`src/rtl/srl_fifo16.sv`:
```
// Purpose: 16-deep first-word-fall-through FIFO on an addressable shift-register store.
// Latency: a word written into an empty FIFO is on y right after its write edge; pops are visible the next cycle.
// Backpressure: full blocks writes unless a pop happens on the same edge; empty ignores pops.
//
// Ports:
//   clk    - clock, all state changes on the rising edge
//   rst    - synchronous active-high reset (control state only, store is kept)
//   d/wr   - write data / write request (d enters stage 0 of the store)
//   rd     - pop request, consumes the current y
//   y      - oldest entry, 0 while empty
//   empty, full, count - occupancy status decoded from the count register
//   err    - sticky overflow/underflow flag
//
// Build option: define SRL_FIFO16_ERR_EN to enable the sticky err detector;
// without it err is tied low and no detect logic is built.

module srl_fifo16 #(
  parameter int W = 2
) (
  input  logic         clk,
  input  logic         rst,
  input  logic [W-1:0] d,
  input  logic         wr,
  input  logic         rd,
  output logic [W-1:0] y,
  output logic         empty,
  output logic         full,
  output logic [4:0]   count,
  output logic         err
);

  localparam logic [4:0] DEPTH = 5'd16;

  // Shift-register store. Never reset: a stale word is unreachable once count is 0.
  logic [W-1:0] sr_q [16];

  logic [4:0] count_q, count_d;
  logic [3:0] tap;
  logic       wr_ok, rd_ok;

  // Status is decoded from the count register only, so there is no
  // combinational path from wr/rd to empty/full/count/y.
  assign empty = (count_q == 5'd0);
  assign full  = (count_q == DEPTH);
  assign count = count_q;

  // A pop frees a slot on the same edge, so a write is still accepted at full
  // when rd is also high.
  assign wr_ok = wr & (~full | rd);
  assign rd_ok = rd & ~empty;

  // Oldest entry sits at count-1. Computed on the low 4 bits so count=16
  // wraps naturally to tap 15 without a 5-bit intermediate.
  assign tap = count_q[3:0] - 4'd1;

  assign y = empty ? '0 : sr_q[tap];

  // Up/down occupancy. Accept rules already keep it within 0..16, so no
  // explicit saturation is needed.
  always_comb begin
    count_d = count_q;
    unique case ({wr_ok, rd_ok})
      2'b10:   count_d = count_q + 5'd1;
      2'b01:   count_d = count_q - 5'd1;
      default: count_d = count_q;
    endcase
  end

  always_ff @(posedge clk) begin
    if (rst) begin
      count_q <= 5'd0;
    end else begin
      count_q <= count_d;
    end
  end

  // Store shift. On a simultaneous push and pop the oldest word moves to
  // tap+1 while count stays put, which is exactly the pop of that word.
  always_ff @(posedge clk) begin
    if (wr_ok && !rst) begin
      sr_q[0] <= d;
      for (int i = 1; i < 16; i++) begin
        sr_q[i] <= sr_q[i-1];
      end
    end
  end

`ifdef SRL_FIFO16_ERR_EN
  logic err_q;
  logic ovf_evt, udf_evt;

  assign ovf_evt = wr & full & ~rd;
  assign udf_evt = rd & empty;

  always_ff @(posedge clk) begin
    if (rst) begin
      err_q <= 1'b0;
    end else if (ovf_evt || udf_evt) begin
      err_q <= 1'b1;
    end
  end

  assign err = err_q;
`else
  assign err = 1'b0;
`endif

endmodule

```
`config.mk`:
```
export PLATFORM = sky130hd
export DESIGN_NAME = srl_fifo16
export DESIGN_NICKNAME = d
export VERILOG_FILES = /design/src/rtl/srl_fifo16.sv
export SDC_FILE = /design/constraint.sdc
export NUM_CORES = 1
export LEC_CHECK = 0
export ABC_AREA = 1
export BUFFER_PORTS_ARGS = -buffer_cell sky130_fd_sc_hd__clkbuf_2
export CAP_MARGIN = 20
export CORE_MARGIN = 8
export CORE_UTILIZATION = 52
export CTS_CLUSTER_DIAMETER = 80
export CTS_CLUSTER_SIZE = 12
export DETAILED_ROUTE_END_ITERATION = 16
export GPL_TIMING_DRIVEN = 0
export PLACE_DENSITY = 0.74
export SYNTH_ARGS = -nofsm -noshare
export SYNTH_HDL_FRONTEND = slang
export SYNTH_SLANG_ARGS = --single-unit
```
`constraint.sdc`:
```
create_clock -name clk -period 2.8 [get_ports clk]
set_input_delay 0.14 -clock clk [delete_from_list [all_inputs] [get_ports clk]]
set_output_delay 0.14 -clock clk [all_outputs]
set_load 0.01 [all_outputs]
```
==> impl_metrics.json <==
{
  "dp_slack_ns": -0.0491,
  "regToRegEndpoint": "count[4]",
  "yosys_warnings": 0,
  "cp_data_arrival_time_ns": 2.73,
  "synth_top_area_cell": "edfxtp_1",
  "finalSetupViolations": 0,
  "portBuffers": 14,
  "setup_slack_ns": 0.322,
  "worst-path-buf-inv": 7,
  "slowest_stage": "dfxtp_1",
  "clk_pin_slew_ns": 0.10,
  "grt_pass1_wl_um": 5660,
  "syn_area_per_cell_sq_um": 9.24,
  "path_cells": "inv_2 -> ha_1 -> nand3_2 -> nor2_4 -> inv_1 -> nand2_1 -> inv_1 -> ha_1 -> buf_2 -> nand2_1 -> inv_1 -> nor2_2 -> ha_1 -> inv_1 -> nand2_1 -> nand3_2 -> nand3_1 -> nand3_1 -> nand2_1 -> inv_1",
  "cp-end-kind": "flop",
  "reg2regPathDepth": 20,
  "crit_end": "count[4]",
  "period_minus_slack_ns": 2.48,
  "fmax_mhz": 404,
  "syn_inst": 199,
  "numCtsBuffers": 5,
  "required_ns": 3.05,
  "power.total_mw": 2.17,
  "critical-path-top-delay-family": "simple AND/OR/NAND/NOR gates",
  "cts_sinks": 37,
  "clk_latency_ns": 0.34,
  "whs_ns": 0.0772,
  "drt-total-wl_um": 3350,
  "ys_types": 26,
  "n_antenna_cell": 0,
  "synth_edf_count": 32,
  "die-area_sq_um": 5690,
  "stdcell_count": 270,
  "crit_type": "reg2reg",
  "slew_headroom_pct": 44.3,
  "drt_first_iter_violations": 52,
  "yosysSeqAreaShare_pct": 57.7,
  "clock_path_buffers": 2,
  "rrSetupSlack_ns": 0.32,
  "slew_violations": 0,
  "wl_per_cell_um": 12.4,
  "avgViaCountPerCell": 4.91,
  "die_w_um": 75.5,
  "synth_flop_cell": "edfxtp_1",
  "finalCritPeriodShare_pct": 88.5,
  "final_util_pct": 62.1,
  "hold_viol": 0,
  "worst-path-max-fanout": 7,
  "fin_nets": 234,
  "async_flop_share_pct": 0,
  "track_usage_pct": 13.4,
  "htreeDepth": 2,
  "finalInstanceArea_sq_um": 2090,
  "postRouteAntennaNets": 0,
  "tritoncts": "built",
  "grt_overflow": 0,
  "drc": 0,
  "grt_max_degree": 33,
  "drv_cap": 0,
  "min-delay-path-class": "in2reg",
  "routabilityCongestion": 0.780,
  "syn_to_final_growth_pct": 13.6,
  "core_sq_um": 3360,
  "num_rows": 21,
  "synth_most_common_cell": "nand2_1",
  "syn-cell-area_sq_um": 1840,
  "p_leak_nw": 0.942,
  "status": "completed",
  "place_area_sq_um": 1970,
  "clock-root-buffer": "clkbuf_4",
  "n_fill_cell": 310,
  "r2r_start": "count[1]",
  "cpMostUsedCell": "inv_1",
  "cp.depth": 20,
  "startpoint": "count[1]",
  "place_inst": 259,
  "start_kind": "flop",
  "grt_pass1_vias": 1263,
  "power.density_nw_per_um2": 1040,
  "synthDominantCellAreaShare_pct": 52.3,
  "antenna_found_initial": 0,
  "synth_area_leaders": "edfxtp_1 52%, nand2_1 12%, nand3_1 8.2%",
  "num_vias": 1327,
  "synthTopCellsByCount": "58 x nand2_1, 32 x edfxtp_1, 30 x nand3_1, 28 x inv_1, 9 x nor2_1",
  "drt-pass1-iter-count": 4,
  "drive_gt1_share_pct": 19.2,
  "initial_core_util_pct": 54.7,
  "chipHeight_um": 75.5,
  "max_slew.worst_pin.slew_ns": 0.833,
  "setup_tns_ns": 0,
  "rsz0062_at_grt": "no",
  "cp_slowest_stage_delay_ns": 0.37,
  "skew_ns": 0.00429,
  "ys_ff_latch": 37,
  "peakVddDrop_mv": 0.628,
  "ios": 16,
  "syn-num-nets": 210,
  "dpl.hpwl_um": 2340
}
-- power by group --
part | internal (mW) | switching (mW)
Sequential | 0.671 | 0.0679
Combinational | 0.435 | 0.732
Clock | 0.0956 | 0.166
-- cell usage in the layout, fill, tap and decap left out, types with 3 or more instances in the layout --
cell	instances
ha_1	5
clkbuf_4	5
a21oi_1	6
nand3_1	29
nor2_4	3
dfxtp_1	4
inv_1	27
nor2_1	6
nand2_1	58
clkbuf_2	14
edfxtp_1	32
buf_4	5
buf_2	3
-- per-layer routing --
layer | wire (um) | part of all wire, % | vias up | GRT usage, %
met1 | 1690 | 50 | 604 | 17.3
met2 | 1460 | 44 | 21 | 19.6
met3 | 127 | 3.8 | 8 | 4.08
met5 | 0 | 0 | - | 0
met4 | 68 | 2.0 | 0 | 7.46
li1 | - | - | 694 | -
-- worst min-delay path by stage --
stage,from,endpoint,slack [ns],cells past startpoint
after detailed placement,d[0],sr_q[0][0],0.32,1
after CTS,rst,count[0],0.06,2
after global placement,d[0],sr_q[0][0],0.32,1
after floorplan,rst,count[0],0.21,1
final,rst,count[0],0.08,2
after global routing,rst,count[0],0.1,2
-- registers in the layout, indices dropped and copies added, names as in the netlist --
signal and flops:
sr_q 32, count 5
-- cell type report --
type / count / area [sq um] / area share (%)
plain buffers: 7 / 41.3 / 1.98
clock buffers: 6 / 41.3 / 1.98
clock inverters: 2 / 10.0 / 0.479
inverters: 30 / 116 / 5.57
multi-input cells: 124 / 654 / 31.3
flip-flops and latches: 37 / 1060 / 50.9
well taps: 46 / 57.6 / 2.76
repair buffers: 18 / 105 / 5.03
-- logic make-up after synthesis --
group	Yosys count	synth area share, %
simple gates	101	23.7
fa+ha+maj	5	3.40
buf+inv	38	8.64
xor+xnor	4	2.32
other cells	1	0.204
flops	37	57.7
compound gates	13	4.02
-- what timing repair did --
item | 4_1_cts | 5_1_grt
hold buffers | 2 | 0
resized for setup | 2 | 7
setup buffers | 0 | 2
endpoints found under the setup margin | 2 | 3
hold endpoints to repair | 2 | 0
(Power assumes the default switching activity.)
